<file path="config.mk">
export PLATFORM = sky130hd
export DESIGN_NAME = pdm_mic_decimator
export DESIGN_NICKNAME = d
export VERILOG_FILES = /design/src/rtl/pdm_pkg.sv /design/src/rtl/pdm_clkgen.sv /design/src/rtl/pdm_mic_decimator.sv
export SDC_FILE = /design/constraint.sdc
export NUM_CORES = 1
export LEC_CHECK = 0
export ABC_AREA = 1
export CAP_MARGIN = 20
export CORE_MARGIN = 2
export CORE_UTILIZATION = 59
export DETAILED_ROUTE_END_ITERATION = 10
export DONT_BUFFER_PORTS = 1
export PLACE_DENSITY_LB_ADDON = 0.12
export SLEW_MARGIN = 10
export SYNTH_ARGS = -nofsm -noshare
export SYNTH_HDL_FRONTEND = slang
export SYNTH_SLANG_ARGS = --single-unit
</file>
<file path="constraint.sdc">
create_clock -name clk_in -period 4 [get_ports clk_in]
set_clock_uncertainty 0.05 [all_clocks]
set_input_delay 0 -clock clk_in [delete_from_list [all_inputs] [get_ports clk_in]]
set_output_delay 0 -clock clk_in [all_outputs]
set_load 0.1 [all_outputs]
</file>
<file path="src/rtl/pdm_pkg.sv">
// Shared constants and the close-time saturate/align arithmetic used by the
// PDM microphone decimator.
package pdm_pkg;

    localparam int CH0         = 0;
    localparam int CH1         = 1;
    localparam int MAX_L       = 12;
    localparam int MAX_W       = 16;
    localparam int TALLY_EXT_W = MAX_L + 1;

    typedef struct packed {
        logic             clip;
        logic [MAX_W-1:0] pcm;
    } close_t;

    function automatic int log2_decim(input int decim);
        return $clog2(decim);
    endfunction

    // Tally of ones -> centered, saturated to l-bit signed, aligned to out_w bits.
    function automatic close_t sat_align(input logic [TALLY_EXT_W-1:0] tally,
                                         input int l, input int out_w);
        close_t res;
        int     half;
        int     centered;
        half     = 1 << (l - 1);
        centered = int'({19'd0, tally}) - half;
        res.clip = 1'b0;
        if (centered > half - 1) begin
            centered = half - 1;
            res.clip = 1'b1;
        end
        if (l > out_w) begin
            centered = centered >>> (l - out_w);
        end else if (l < out_w) begin
            centered = centered << (out_w - l);
        end
        res.pcm = centered[MAX_W-1:0];
        return res;
    endfunction

endpackage

</file>
<file path="src/rtl/pdm_clkgen.sv">
// Mic clock divider: 50% duty mic clock, one tick per period and the two
// per-channel data sample strobes (last high cycle, last low cycle).
module pdm_clkgen
    import pdm_pkg::*;
#(
    parameter int CLK_DIV = 32
) (
    input  logic       clk,
    input  logic       rst,
    input  logic       en,
    output logic       mic_clk,
    output logic       tick,
    output logic [1:0] smp
);

    localparam int CW   = $clog2(CLK_DIV);
    localparam int HALF = CLK_DIV / 2;

    logic [CW-1:0] cnt;
    logic [CW-1:0] cnt_next;
    logic          run;

    // The first enabled cycle holds cnt at 0 so every run begins with a full period.
    always_comb begin
        cnt_next = '0;
        if (en && run) begin
            cnt_next = (cnt == CW'(CLK_DIV - 1)) ? '0 : cnt + CW'(1);
        end
    end

    always_ff @(posedge clk) begin
        if (rst) begin
            cnt     <= '0;
            run     <= 1'b0;
            mic_clk <= 1'b0;
            tick    <= 1'b0;
            smp     <= '0;
        end else begin
            cnt      <= cnt_next;
            run      <= en;
            mic_clk  <= en && (cnt_next < CW'(HALF));
            tick     <= en && (cnt_next == CW'(CLK_DIV - 1));
            smp[CH0] <= en && (cnt_next == CW'(HALF - 1));
            smp[CH1] <= en && (cnt_next == CW'(CLK_DIV - 1));
        end
    end

endmodule

</file>
<file path="src/rtl/pdm_mic_decimator.sv">
// PDM microphone front end: mic clock, 2-flop data sync, per-channel boxcar
// decimation to saturated signed PCM with a one-cycle sample strobe.
module pdm_mic_decimator
    import pdm_pkg::*;
#(
    parameter int CLK_DIV = 32,
    parameter int DECIM   = 256,
    parameter int OUT_W   = 8,
    parameter int STEREO  = 0
) (
    input  logic             clk_in,
    input  logic             rst_in,
    input  logic             en_in,
    input  logic             mic_data_in,
    output logic             mic_clk_out,
    output logic             pdm_tick_out,
    output logic             sample_valid_out,
    output logic [OUT_W-1:0] ch0_out,
    output logic [OUT_W-1:0] ch1_out,
    output logic [1:0]       clip_out
);

    localparam int L   = log2_decim(DECIM);
    localparam int NCH = STEREO + 1;

    logic [1:0]       sync;
    logic             data_bit;
    logic             tick;
    logic [1:0]       smp;
    logic [L-1:0]     tick_cnt;
    logic             close;
    logic [OUT_W-1:0] pcm_v  [2];
    logic             clip_v [2];
    logic             unused_smp;

    assign data_bit     = sync[1];
    assign pdm_tick_out = tick & en_in;
    assign close        = en_in && tick && (tick_cnt == L'(DECIM - 1));
    assign unused_smp   = ^smp;

    pdm_clkgen #(.CLK_DIV(CLK_DIV)) u_clkgen (
        .clk     (clk_in),
        .rst     (rst_in),
        .en      (en_in),
        .mic_clk (mic_clk_out),
        .tick    (tick),
        .smp     (smp)
    );

    always_ff @(posedge clk_in) begin
        if (rst_in) begin
            sync             <= '0;
            tick_cnt         <= '0;
            sample_valid_out <= 1'b0;
        end else begin
            sync             <= {sync[0], mic_data_in};
            sample_valid_out <= close;
            if (!en_in) begin
                tick_cnt <= '0;
            end else if (tick) begin
                tick_cnt <= tick_cnt + L'(1);
            end
        end
    end

    for (genvar i = 0; i < NCH; i++) begin : g_ch
        logic [L:0]       tally;
        logic [L:0]       total;
        logic [OUT_W-1:0] pcm_r;
        logic             clip_r;
        close_t           res;
        logic             unused_res;

        // total folds in the bit sampled this cycle, so the closing tick's
        // channel-1 sample lands in the window it closes.
        always_comb begin
            total = tally + {{L{1'b0}}, smp[i] & data_bit};
            res   = sat_align(TALLY_EXT_W'(total), L, OUT_W);
        end

        assign unused_res = ^res;

        always_ff @(posedge clk_in) begin
            if (rst_in) begin
                tally  <= '0;
                pcm_r  <= '0;
                clip_r <= 1'b0;
            end else if (!en_in) begin
                tally <= '0;
            end else if (close) begin
                tally  <= '0;
                pcm_r  <= res.pcm[OUT_W-1:0];
                clip_r <= res.clip;
            end else begin
                tally <= total;
            end
        end

        assign pcm_v[i]  = pcm_r;
        assign clip_v[i] = clip_r;
    end

    if (STEREO == 0) begin : g_mono
        assign pcm_v[CH1]  = '0;
        assign clip_v[CH1] = 1'b0;
    end

    assign ch0_out  = pcm_v[CH0];
    assign ch1_out  = pcm_v[CH1];
    assign clip_out = {clip_v[CH1], clip_v[CH0]};

endmodule
</file>
* After elaboration in Yosys (flattened, before gate mapping)
Index checks and enable logic that the tools add are counted.
** Storage, ports and cells
- Bits in registers :: 38
- Input port bits :: 4
- Logic and storage cells :: 37
** Cells by class
- Add/subtract/negate cells :: 4
- $lt $le $gt $ge :: 2
- Equality and inequality tests :: 4
- Mux-type cells :: 4
- Bitwise operators :: 3
- Reduce and logical (&&, ||, !) cells :: 9
** Operators by type and width (count)
- $eq 5x5->1 const B :: 2
- $gt 10x8->1 const B :: 1
- $mux 5 :: 2
- $sub 9x8->10 const B :: 1
- $add 9x1->9 :: 1
- $add 8x1->8 const B :: 1
- $eq 8x8->1 const B :: 1
- $mux 8 :: 1
- $logic_and 1x1->1 :: 6
- $add 5x1->5 const B :: 1
- $eq 5x4->1 const B :: 1
- $lt 5x5->1 const B :: 1
- $reduce_or 3->1 :: 1
- $and 1x1->1 :: 2
- $reduce_and 2->1 :: 1
- $reduce_or 2->1 :: 1
- $mux 1 :: 1
- $not 1->1 :: 1

* Longest topological paths before layout
- Word-level depth :: 5
- Gate-level depth with buffers :: 19
- Gate-level depth less buffers :: 19

* Cells and area by module
A second synthesis with hierarchy kept.
** Unflattened totals
- Cells, all modules :: 233
- Area, all modules :: 1790.5 um^2
** Modules (own cells, without submodules)
- pdm_mic_decimator :: instances 1, cells each 186, area each 1422.6 um^2
- pdm_clkgen :: instances 1, cells each 47, area each 367.9 um^2

* Worst setup path before layout
OpenSTA, ideal clock, no wires.
- Kind :: reg-to-reg
- Start point :: register u_clkgen.smp[0]
- End point :: register g_ch[0].pcm_r[0], in the netlist ch0_out[0]
- Library setup time :: 0.132 ns
- Data arrival time :: 1.973 ns
- Data required time :: 3.818 ns
- Setup slack :: 1.845 ns
- Cell stages (with the launch flop) :: 19
- Buffers on the path :: 0
- Period minus slack after synthesis :: 2.155 ns
- Cell sequence :: dfxtp_1 > nand2_1 > inv_1 > ha_1 > ha_1 > nand2_1 > inv_1 > nand2_1 > nor2_1 > xnor2_1 > ha_1 > inv_1 > nand4_1 > nor2_1 > nand2_1 > nor2_1 > nand2_1 > nand3_2 > a21oi_1
** Between the ends
- Longest elaborated chain between the ends :: 5
** RTL lines
- start, declared :: line pdm_clkgen.sv:13 : output logic [1:0] smp
- start signal, assigned by index :: line pdm_clkgen.sv:43 : smp[CH0] <= en && (cnt_next == CW'(HALF - 1));
- start signal, assigned by index :: line pdm_clkgen.sv:44 : smp[CH1] <= en && (cnt_next == CW'(CLK_DIV - 1));
- $and 1x1->1 (*) :: line pdm_mic_decimator.sv:77 : total = tally + {{L{1'b0}}, smp[i] & data_bit};
- $add 9x1->9 (*) :: line pdm_mic_decimator.sv:77
- $sub 9x8->10 (*) :: line pdm_pkg.sv:27 : centered = int'({19'd0, tally}) - half;
- $gt 10x8->1 :: line pdm_pkg.sv:29 : if (centered > half - 1) begin
- $mux 8 (*) :: line pdm_pkg.sv:29
- end signal, assigned :: line pdm_mic_decimator.sv:92 : pcm_r <= res.pcm[OUT_W-1:0];
- end, declared :: line pdm_mic_decimator.sv:69 : logic [OUT_W-1:0] pcm_r;
Mark *: on every way between the ends. The rest lies on a longest branch, timed or not.
A chain may end at the register's enable or synchronous reset.

* Worst setup path after layout
- Start point :: register u_clkgen.smp[0]
- End point :: register g_ch[0].clip_r
** Between the ends
- Longest elaborated chain between the ends :: 5
** RTL lines
- $and 1x1->1 :: line pdm_mic_decimator.sv:77
- $add 9x1->9 :: line pdm_mic_decimator.sv:77
- $sub 9x8->10 :: line pdm_pkg.sv:27
- $gt 10x8->1 :: line pdm_pkg.sv:29
- $mux 1 :: line pdm_pkg.sv:29
- end signal, assigned :: line pdm_mic_decimator.sv:93 : clip_r <= res.clip;
- end, declared :: line pdm_mic_decimator.sv:70 : logic clip_r;
Every way passes these cells.

==> reports/results.txt <==
via count: 1,370
CP dominant cell by count: nand2_1
mux share of post-synthesis cell area: 0%
startpoint types: flip-flop
synth unique cells: 26
maximum VDD drop: 0.000320 V
CTS tree: done
initial antenna violation count: 0
post-synthesis compound-gate area fraction: 7.72%
Finished Cell Area: 0.00181 mm^2
Max Slew Vio Count: 0
GR Util All Layers: 22.0%
setup violators final: 0
Worst-Skew Late Latency: 0.35 ns
Post-DRT Antenna Nets: 0
Critical Path AT: 3.16 ns
htree depth: 2
Num Clock Sinks: 38
fin nets: 247
Slowest cell on crit path: dlygate4sd3_1
biggest area consumer among synthesized cells: dfxtp_1
Clock transition at path regs: 0.12 ns
TritonRoute pass-1 iters: 4
DR vias/cell: 5.13
Reg2Reg Setup Slack: 1.05 ns
Avg Cell Area, Syn: 7.57 um^2
Cells after Synth: 227
type of element capturing the critical path: flip-flop
Layout area overhead: 5.46%
Hold Slack: 0.142 ns
grt total ovfl: 0
synthesis-stage register bit count: 38
R2R depth: 19
synthesized area: 0.00172 mm^2
Setup Fix Bufs, Post-CTS: 0
CP cell instances: nand2_1 -> inv_1 -> ha_1 -> ha_1 -> nand2_1 -> inv_1 -> nand2_1 -> nor2_1 -> xnor2_1 -> ha_1 -> inv_1 -> nand4_1 -> nor2_1 -> nand2_1 -> nor2_1 -> nand2_1 -> nand3_2 -> a21oi_1 -> dlygate4sd3_1
worst slew pin tran: 0.993 ns
Final Hold Viols: 0
RSZ-0062 raised after global routing: no
Clock Tree Root: clkbuf_4
I/O pin count: 25
achievable frequency: 339 MHz
crit path to: g_ch[0].clip_r
num rows: 19
largest net degree at the start of global routing: 15
drt total wl: 3210 um
leading post-synthesis cells by instance count: nand2_1 (44), nor2_1 (39), dfxtp_1 (38)
total chip power: 646 uW
Placed Area: 0.00171 mm^2
Hold Path Class: input pin to flip-flop
share of the synthesized area in the top cell type: 44.3%
post-CTS resize count: 0
Leak Pwr: 0.000775 uW
per-cell routed wire length: 12.0 um
Die H: 58.0 um
Simple-Gate Fraction of Synth Area: 27.3%
r2r startpoint: u_clkgen.smp[0]
largest cells by area after synthesis: dfxtp_1 (44%), nand2_1 (9.6%), nor2_1 (8.5%), inv_1 (6.8%), ha_1 (5.8%)
antenna cells: 0
RD Place Congestion: 0.796
vias in the first global route: 1,338
DRC violations left: 0
status: finished clean
largest family of logic cells by synthesized area: simple AND/OR/NAND/NOR gates
synthesized-area fraction occupied by adder cells: 5.83%
most common cell in the synthesized netlist: nand2_1
slew margin rel.: 33.7%
first-pass GRT wire length: 5550 um
period utilization: 73.8%
crit path kind: flip-flop to flip-flop
Synth Flop Type: dfxtp_1
hold buffers post-CTS: 4
TritonCTS buffer count: 5
sum of negative setup slack: 0 ns
placed cells: 255
fraction of registers with async set/reset: 0%
pwr dens: 356 mW/mm^2
share of cells above drive strength 1: 6.36%
xor and xnor area share after synthesis: 2.55%
core area: 0.00276 mm^2
initial core utilization: 62.3%
Port Buffer Count: 0
DRT iter0 DRCs: 39
required time of the critical path: 4.21 ns
buffer depth of the longest clock path: 2
Max Cap Viol: 0
Critical path origin: u_clkgen.smp[0]
CP max stage delay: 0.57 ns
Die X-Extent: 58.0 um
crit-path max FO: 4
non-filler cells, final: 267
die area: 0.00336 mm^2
EDFF count, synth: 0
multi-input logic area: 779 um^2
Final Critical Period: 2.95 ns
fillcell total: 239
FF+latch area: 761 um^2
reg2reg end: g_ch[0].clip_r
DP HPWL: 2470 um
Synth Warn #: 0
register area share after synthesis: 44.3%
## layout by cell type (no fill, tap or decap), types with 8 or more instances in the layout
master / instances
dfxtp_1: 38
nand3_1: 8
ha_1: 8
nor2_1: 39
inv_1: 31
nand2_1: 44
conb_1: 9
o21ai_0: 10
a21oi_1: 11
## layer usage
| metal | global-route usage (%) | routed length (um) |
|---|---|---|
| met5 | 0 | 0 |
| met3 | 8.48 | 139 |
| met4 | 8.97 | 56 |
| met2 | 39.6 | 1700 |
| met1 | 22.6 | 1320 |
## worst max-delay path, delay by kind of cell, from the launching register on
| family | cells | cell delay, ns |
|---|---|---|
| AND/OR/NAND/NOR | 10 | 0.76 |
| flip-flops | 1 | 0.32 |
| buffers and inverters | 4 | 0.74 |
| adder cells (fa/ha/maj) | 3 | 0.67 |
| AO/OA/AOI/OAI | 1 | 0.07 |
| XOR/XNOR | 1 | 0.25 |
## worst min path at each step
| stage | from | endpoint | slack, ns | cells after the start |
|---|---|---|---|---|
| 2_1_floorplan | rst_in | u_clkgen.cnt[1] | 0.03 | 1 |
| 3_3_place_gp | rst_in | g_ch[0].clip_r | 0.02 | 1 |
| 3_5_place_dp | rst_in | g_ch[0].clip_r | 0.02 | 1 |
| 4_1_cts | en_in | ch0_out[2] | 0.14 | 6 |
| 5_1_grt | en_in | ch0_out[0] | 0.20 | 6 |
| 6_report | en_in | ch0_out[0] | 0.14 | 6 |
## state kept, by name, indices dropped and copies added (netlist names)
register and cells:
tick_cnt 8, u_clkgen.tick 1, u_clkgen.cnt 5, u_clkgen.smp 1, g_ch.tally 9, u_clkgen.run 1, g_ch.clip_r 1, sample_valid_out 1
u_clkgen.mic_clk 1, ch0_out 8, sync 2
## cell type report
class	instances	area share (%)
multi-input combinational	153	43.0
sequential	38	42.0
tap	31	2.14
clock inverter	2	0.691
clock buffer	6	2.83
timing repair buffer	4	2.21
inverter	33	7.11
## metrics by stage
| step | utilization [%] | worst slack (ns) |
|---|---|---|
| 3_5_place_dp | 61.9 | 1.62 |
| 3_3_place_gp | 61.9 | 1.75 |
| 6_report | 65.7 | 1.05 |
| 5_1_grt | 65.7 | 0.745 |
| 2_1_floorplan | - | 1.84 |
| 4_1_cts | 65.7 | 1.04 |
## power breakdown
part | switching, uW | leakage (uW) | internal (uW)
Sequential | 4.74 | 0.000307 | 380
Clock | 126 | 0.0000343 | 84.5
Combinational | 46.0 | 0.000434 | 3.92
Total | 177 | 0.000775 | 469
## logic make-up (layout without fill, tap and decap cells)
group	count (synthesis)	in the layout
AOI/OAI and AO/OA	25	25
xor gates and xnor gates	5	5
other	1	9
DFF	38	38
adders and majority gates	8	8
and+or+nand+nor	106	106
buffers and inverters	44	45
Note: power is estimated with default switching activity, not from simulation.
